### src/rtl/accum_pkg.sv
// Shared definitions for the packetizer and accumulator: FSM encoding,
// full-keep constant and the default data-packet length.
package accum_pkg;

  typedef enum logic [1:0] {
    ST_IDLE = 2'd0,
    ST_HDR  = 2'd1,
    ST_DATA = 2'd2
  } state_t;

  localparam int                    ACC_KEEP_W      = 2;
  localparam logic [ACC_KEEP_W-1:0] KEEP_FULL       = 2'b11;
  localparam int unsigned           ACC_DEFAULT_LEN = 32'd200704;

  // A zero job length selects the build-time default length.
  function automatic logic [31:0] resolve_len(input logic [31:0] len,
                                              input logic [31:0] dflt);
    return (len == 32'd0) ? dflt : len;
  endfunction

endpackage

### src/rtl/axis_reg_slice.sv
// Single-entry registered AXI-Stream stage; the held word stays stable until
// the downstream handshake and a new word can load in that same cycle.
module axis_reg_slice #(
  parameter int DATA_W = 32,
  parameter int KEEP_W = 2
) (
  input  logic              ACLK,
  input  logic              ARESET,
  input  logic [DATA_W-1:0] in_tdata,
  input  logic [KEEP_W-1:0] in_tkeep,
  input  logic              in_tlast,
  input  logic              in_tvalid,
  output logic              in_tready,
  output logic [DATA_W-1:0] out_tdata,
  output logic [KEEP_W-1:0] out_tkeep,
  output logic              out_tlast,
  output logic              out_tvalid,
  input  logic              out_tready
);

  assign in_tready = !out_tvalid || out_tready;

  // Output register: load on input handshake, empty on output handshake.
  always_ff @(posedge ACLK) begin
    if (ARESET) begin
      out_tdata  <= {DATA_W{1'b0}};
      out_tkeep  <= {KEEP_W{1'b0}};
      out_tlast  <= 1'b0;
      out_tvalid <= 1'b0;
    end else if (in_tvalid && in_tready) begin
      out_tdata  <= in_tdata;
      out_tkeep  <= in_tkeep;
      out_tlast  <= in_tlast;
      out_tvalid <= 1'b1;
    end else if (out_tvalid && out_tready) begin
      out_tvalid <= 1'b0;
    end else begin
      out_tvalid <= out_tvalid;
    end
  end

endmodule

### src/rtl/accum_packetizer.sv
// Frames a raw AXI-Stream into a one-word channel header followed by a
// fixed-length data packet for the accumulator.
import accum_pkg::*;

module accum_packetizer #(
  parameter int unsigned DEFAULT_LEN = ACC_DEFAULT_LEN,
  parameter int          KEEP_W      = ACC_KEEP_W
) (
  input  logic              ACLK,
  input  logic              ARESET,
  input  logic              cfg_start,
  input  logic [31:0]       cfg_channel,
  input  logic [31:0]       cfg_len,
  output logic              busy,
  output logic              done,
  input  logic [31:0]       S_AXIS_TDATA,
  input  logic [KEEP_W-1:0] S_AXIS_TKEEP,
  input  logic              S_AXIS_TLAST,
  input  logic              S_AXIS_TVALID,
  output logic              S_AXIS_TREADY,
  output logic [31:0]       M_AXIS_TDATA,
  output logic [KEEP_W-1:0] M_AXIS_TKEEP,
  output logic              M_AXIS_TLAST,
  output logic              M_AXIS_TVALID,
  input  logic              M_AXIS_TREADY
);

  localparam logic [KEEP_W-1:0] KEEP_ONES_C = {KEEP_W{1'b1}};

  state_t      state_r, state_next_s;
  logic [31:0] chan_r, len_r, cnt_r;
  logic        busy_r, done_r;
  logic        start_ok_s, room_s, keep_ok_s, fwd_s, last_fire_s;
  logic        slc_valid_s, slc_ready_s, slc_last_s;
  logic [31:0] slc_data_s;
  logic        unused_s;

  // Input TLAST plays no part in framing.
  assign unused_s = S_AXIS_TLAST;

  assign start_ok_s    = (state_r == ST_IDLE) && cfg_start && !done_r;
  assign room_s        = (cnt_r != len_r);
  assign keep_ok_s     = (S_AXIS_TKEEP == KEEP_ONES_C);
  assign S_AXIS_TREADY = !ARESET && (state_r == ST_DATA) && room_s && slc_ready_s;
  assign fwd_s         = S_AXIS_TVALID && S_AXIS_TREADY && keep_ok_s;
  assign last_fire_s   = (state_r == ST_DATA) && M_AXIS_TVALID && M_AXIS_TREADY && M_AXIS_TLAST;
  assign busy          = busy_r;
  assign done          = done_r;

  // Output-stage source: header word in HDR, kept input words in DATA.
  always_comb begin
    slc_valid_s = 1'b0;
    slc_data_s  = 32'd0;
    slc_last_s  = 1'b0;
    case (state_r)
      ST_HDR: begin
        slc_valid_s = !M_AXIS_TVALID;
        slc_data_s  = chan_r;
        slc_last_s  = 1'b1;
      end
      ST_DATA: begin
        slc_valid_s = S_AXIS_TVALID && keep_ok_s && room_s;
        slc_data_s  = S_AXIS_TDATA;
        slc_last_s  = ((cnt_r + 32'd1) == len_r);
      end
      default: begin
        slc_valid_s = 1'b0;
      end
    endcase
  end

  // Next-state logic; DATA only exits once the final word has left.
  always_comb begin
    state_next_s = state_r;
    case (state_r)
      ST_IDLE: begin
        if (start_ok_s) state_next_s = ST_HDR;
        else            state_next_s = ST_IDLE;
      end
      ST_HDR: begin
        if (M_AXIS_TVALID && M_AXIS_TREADY) state_next_s = ST_DATA;
        else                                state_next_s = ST_HDR;
      end
      ST_DATA: begin
        if (last_fire_s) state_next_s = ST_IDLE;
        else             state_next_s = ST_DATA;
      end
      default: state_next_s = ST_IDLE;
    endcase
  end

  // State, job configuration, word counter and status flags.
  always_ff @(posedge ACLK) begin
    if (ARESET) begin
      state_r <= ST_IDLE;
      chan_r  <= 32'd0;
      len_r   <= 32'd0;
      cnt_r   <= 32'd0;
      busy_r  <= 1'b0;
      done_r  <= 1'b0;
    end else begin
      state_r <= state_next_s;
      busy_r  <= (state_next_s != ST_IDLE);
      done_r  <= last_fire_s;
      if (start_ok_s) begin
        chan_r <= cfg_channel;
        len_r  <= resolve_len(cfg_len, 32'(DEFAULT_LEN));
        cnt_r  <= 32'd0;
      end else if (fwd_s) begin
        cnt_r <= cnt_r + 32'd1;
      end else begin
        cnt_r <= cnt_r;
      end
    end
  end

  axis_reg_slice #(
    .DATA_W (32),
    .KEEP_W (KEEP_W)
  ) u_slice (
    .ACLK       (ACLK),
    .ARESET     (ARESET),
    .in_tdata   (slc_data_s),
    .in_tkeep   (KEEP_ONES_C),
    .in_tlast   (slc_last_s),
    .in_tvalid  (slc_valid_s),
    .in_tready  (slc_ready_s),
    .out_tdata  (M_AXIS_TDATA),
    .out_tkeep  (M_AXIS_TKEEP),
    .out_tlast  (M_AXIS_TLAST),
    .out_tvalid (M_AXIS_TVALID),
    .out_tready (M_AXIS_TREADY)
  );

endmodule

### config.mk
export PLATFORM = sky130hd
export DESIGN_NAME = accum_packetizer
export DESIGN_NICKNAME = d
export VERILOG_FILES = /design/src/rtl/accum_pkg.sv /design/src/rtl/axis_reg_slice.sv /design/src/rtl/accum_packetizer.sv
export SDC_FILE = /design/constraint.sdc
export NUM_CORES = 1
export LEC_CHECK = 0
export CAP_MARGIN = 20
export CORE_MARGIN = 1.5
export CORE_UTILIZATION = 40
export DETAILED_ROUTE_END_ITERATION = 6
export GPL_TIMING_DRIVEN = 0
export PLACE_DENSITY = 0.67
export SETUP_SLACK_MARGIN = 0.2
export SKIP_CTS_REPAIR_TIMING = 1
export SLEW_MARGIN = 15
export SYNTH_ARGS = -nofsm -noshare
export SYNTH_HDL_FRONTEND = slang
export SYNTH_HIERARCHICAL = 1
export SYNTH_SLANG_ARGS = --single-unit
### constraint.sdc
create_clock -name ACLK -period 2.59 [get_ports ACLK]
set_input_delay 0.518 -clock ACLK [delete_from_list [all_inputs] [get_ports ACLK]]
set_output_delay 0.518 -clock ACLK [all_outputs]
set_load 0.01 [all_outputs]
==> tab_implementation.tex <==
\begin{tabular}{lr}
\hline
Metric & Value \\
\hline
\multicolumn{2}{l}{\textbf{Worst setup path}} \\
Required time at the endpoint of the critical path & 2.07 ns \\
Capture instance of the worst register-to-register path & u\_slice/out\_tlast \\
CP bufs+invs & 2 \\
Startpoint of the lowest-slack register-to-register path & cnt\_r[2] \\
Delay of the slowest cell on the worst path & 0.58 ns \\
Kind of capture point of the worst setup path & output port \\
Crit path arrival time & 2.33 ns \\
Count of cell instances traversed by the critical path & 7 \\
Highest fanout seen on the critical path & 3 \\
Worst path cell trace & buf\_6 -> xor2\_4 -> nand4b\_1 -> or4\_4 -> nor2\_4 -> and3b\_1 -> buf\_2 \\
Cell depth of the worst flop-to-flop path & 11 \\
Critical path's top delay family & simple AND/OR/NAND/NOR gates \\
Startpoint Class & flip-flop \\
Critical path's slowest cell & sky130\_fd\_sc\_hd\_\_or4\_4 \\
Worst setup path category & reg2out \\
FF-to-FF setup slack & -0.18 ns \\
\multicolumn{2}{l}{\textbf{Synth}} \\
Average cell area after synthesis & 8.52 um2 \\
Post-synthesis sequential area ratio & 0.378 \\
Cells after synthesis & 845 \\
Warning count from the yosys run & 6 \\
Leading post-synthesis cells by cell area & sky130\_fd\_sc\_hd\_\_dfxtp\_1, sky130\_fd\_sc\_hd\_\_nand2\_1, sky130\_fd\_sc\_hd\_\_xnor2\_1 \\
Async S/R FF share, synth & 0 \\
Number of synthesized flops with an enable pin & 0 \\
Synthesized flop and latch total & 136 \\
Synth unique cells & 62 \\
Primary FF master, synth & sky130\_fd\_sc\_hd\_\_dfxtp\_1 \\
Fraction of post-synthesis cell area in the top cell type by area & 0.378 \\
Cell taking the most area after synthesis & sky130\_fd\_sc\_hd\_\_dfxtp\_1 \\
Synthesized area & 7200 um2 \\
\multicolumn{2}{l}{\textbf{Timing}} \\
Fin crit share & 1.10 \\
Max Clock Skew & 0.0121 ns \\
Min Hold Slack & 0.425 ns \\
Unrepaired setup endpoints after global routing & yes \\
Count of final max-slew check failures & 0 \\
Total setup violations reported at the end of the flow & 8 \\
Relative slew slack & 0.597 \\
Maximum achievable frequency & 351 MHz \\
Post-route setup slack & -0.263 ns \\
Worst slew pin tran & 0.605 ns \\
Final setup TNS & -0.549 ns \\
Final critical path time including I/O delays and setup & 2.85 ns \\
Final-report hold violation count & 0 \\
\multicolumn{2}{l}{\textbf{Cells and area}} \\
Post-layout net count & 1,155 \\
Non-filler instance count after layout & 1,285 \\
Area Overhead vs Synth & 44.7\% \\
Proportion of layout cells with a drive suffix above 1 & 0.228 \\
Total of fill cells in the finished design & 1,542 \\
\multicolumn{2}{l}{\textbf{Clock network}} \\
Worst-skew pair later-pin latency & 0.43 ns \\
H-tree depth & 4 \\
Clock transition at path regs & 0.07 ns \\
Cell at the root of the clock tree & sky130\_fd\_sc\_hd\_\_clkbuf\_16 \\
CTS tree & yes \\
CTS Sinks & 136 \\
Total clock buffers created by CTS & 17 \\
Buffers from clock root to sink, at most & 2 \\
\multicolumn{2}{l}{\textbf{Route}} \\
Drt first-iter violations & 595 \\
Via Count & 7,092 \\
Wirelength, routed & 24.1 mm \\
Drc violations & 0 \\
First-pass DRT Iterations & 5 \\
Average via count per standard cell & 5.52 \\
Avg WL per Cell & 18.8 um \\
Post-route antenna net violation count & 0 \\
\multicolumn{2}{l}{\textbf{Floorplanning}} \\
Initial cell density of the core & 0.414 \\
Area of the die & 18,800 um2 \\
Floorplan die width & 137 um \\
Boundary pin count & 143 \\
Die height & 137 um \\
Std-Cell Core Area & 17,400 um2 \\
Number of placement rows & 48 \\
\multicolumn{2}{l}{\textbf{Global routing}} \\
Largest net degree at the start of global routing & 17 \\
Via count of the first global-routing pass & 6,360 \\
Combined global-route utilization of all metal layers & 0.242 \\
Wire length of the first global-routing pass & 34.3 mm \\
Antenna violations before repair & 1 \\
Global route overflow & 0 \\
\multicolumn{2}{l}{\textbf{Power}} \\
Power per cell area & 503 nW/um2 \\
Highest ir drop seen on vdd & 0.000721 V \\
Leakage & 3.65 nW \\
Power Total & 5.24 mW \\
\multicolumn{2}{l}{\textbf{Placed design}} \\
Routability cong. & 0.910 \\
DPL Wire Length & 17.1 mm \\
Worst slack, placed & -0.842 ns \\
Cell total after placement & 1,211 \\
IO Port Bufs & 140 \\
\multicolumn{2}{l}{\textbf{Hold path}} \\
Path type of the worst min-delay path & in2reg \\
Endpoint of the worst hold path & u\_slice/out\_tkeep[1] \\
Start point of the worst hold path & ARESET \\
Hold depth & 2 \\
\multicolumn{2}{l}{\textbf{Outcome}} \\
Violations in the final reports & setup timing \\
Status & finished with violations \\
\multicolumn{2}{l}{\textbf{Job}} \\
Number of max-cap violations & 0 \\
\hline
\end{tabular}
-- registers in the layout (all words and copies together) (netlist names) --
signal / count
u_slice/out_tlast: 1
u_slice/out_tdata: 32
state_r: 2
cnt_r: 32
u_slice/out_tkeep: 2
chan_r: 32
busy: 1
done: 1
len_r: 32
u_slice/out_tvalid: 1
-- metal layers --
| metal | share of wire | global-route usage | up-vias |
|---|---|---|---|
| li1 | - | - | 3409 |
| met1 | 0.45 | 0.353 | 3372 |
| met2 | 0.45 | 0.351 | 279 |
| met3 | 0.076 | 0.0552 | 32 |
| met4 | 0.018 | 0.0778 | 0 |
| met5 | 0 | 0 | - |
-- cell usage in the layout, fill, tap and decap left out, drive strengths merged, types with 2 or more instances in the layout --
cell and count:
nor2 45, o21ai 12, xor2 34, nor4 17, and3 4, and3b 2, nor2b 33, a31oi 2
nand4b 3, mux2i 4, a211oi 2, nor3 15, and4 7, o2111ai 2, a21oi 84, a22o 26
or3 8, clkbuf 55, nand4 27, nand2 101, conb 2, buf 78, nand2b 6, dfxtp 136
or4 5, a22oi 33, clkinvlp 5, clkdlybuf4s50 139, o31ai 3, ha 5, a21bo 35, inv 11
clkinv 3, o211ai 2, and2 5, xnor2 40, or3b 2, nand3b 3, nand3 51
-- synthesized netlist by cell type (8+ instances only) --
library cell and instances:
sky130_fd_sc_hd__xor2_1 34, sky130_fd_sc_hd__buf_2 21, sky130_fd_sc_hd__a21oi_1 51, sky130_fd_sc_hd__xnor2_1 40, sky130_fd_sc_hd__nor2b_1 33, sky130_fd_sc_hd__clkbuf_1 40
sky130_fd_sc_hd__nand4_1 27, sky130_fd_sc_hd__dfxtp_1 136, sky130_fd_sc_hd__nand2_1 100, sky130_fd_sc_hd__nor2_1 45, sky130_fd_sc_hd__or3_1 8, sky130_fd_sc_hd__a22oi_1 33
sky130_fd_sc_hd__nand3_1 51, sky130_fd_sc_hd__nor4_1 16, sky130_fd_sc_hd__a22o_1 26, sky130_fd_sc_hd__a21bo_1 33, sky130_fd_sc_hd__a21oi_2 33, sky130_fd_sc_hd__o21ai_0 11
sky130_fd_sc_hd__nor3_1 14
-- logic make-up after synthesis --
logic type      after synthesis  share of synthesized area
compound gates              209                      0.221
xor+xnor                     74                     0.0900
fa+ha+maj                     6                     0.0101
buf+inv                      78                     0.0523
flops                       136                      0.378
mux                           4                    0.00556
other cells                   1                   0.000521
simple gates                337                      0.243
-- where the power goes --
part | switching, mW | total [mW] | leakage, nW | internal [mW]
clock | 1.06 | 2.32 | 0.260 | 1.26
sequential | 0.0666 | 2.23 | 1.12 | 2.16
combinational | 0.350 | 0.698 | 2.27 | 0.349
-- worst max path at each step --
stage | startpoint | endpoint
3_5_place_dp | cfg_len[24] | len_r[6]
6_report | cnt_r[26] | S_AXIS_TREADY
4_1_cts | cnt_r[22] | S_AXIS_TREADY
5_1_grt | cnt_r[22] | S_AXIS_TREADY
2_1_floorplan | cnt_r[11] | u_slice/out_tlast
3_3_place_gp | cfg_len[24] | len_r[23]
-- cell type report --
class	count	area (um2)	area share
multi-input cells	632	4510	0.433
flip-flops and latches	136	2750	0.264
repair buffers	181	1760	0.169
plain buffers	74	538	0.0516
clock buffers	17	425	0.0408
well taps	225	282	0.0270
clock inverters	15	135	0.0130
inverters	4	15.0	0.00144
diodes	1	2.50	0.000240
-- metrics by stage --
step                utilization  area [um2]
floorplan                     -        7230
finish                    0.599       10400
CTS                       0.544        9480
detailed placement        0.512        8910
global placement          0.512        8910
global route              0.598       10400
Power figures use the tool's default switching activity.
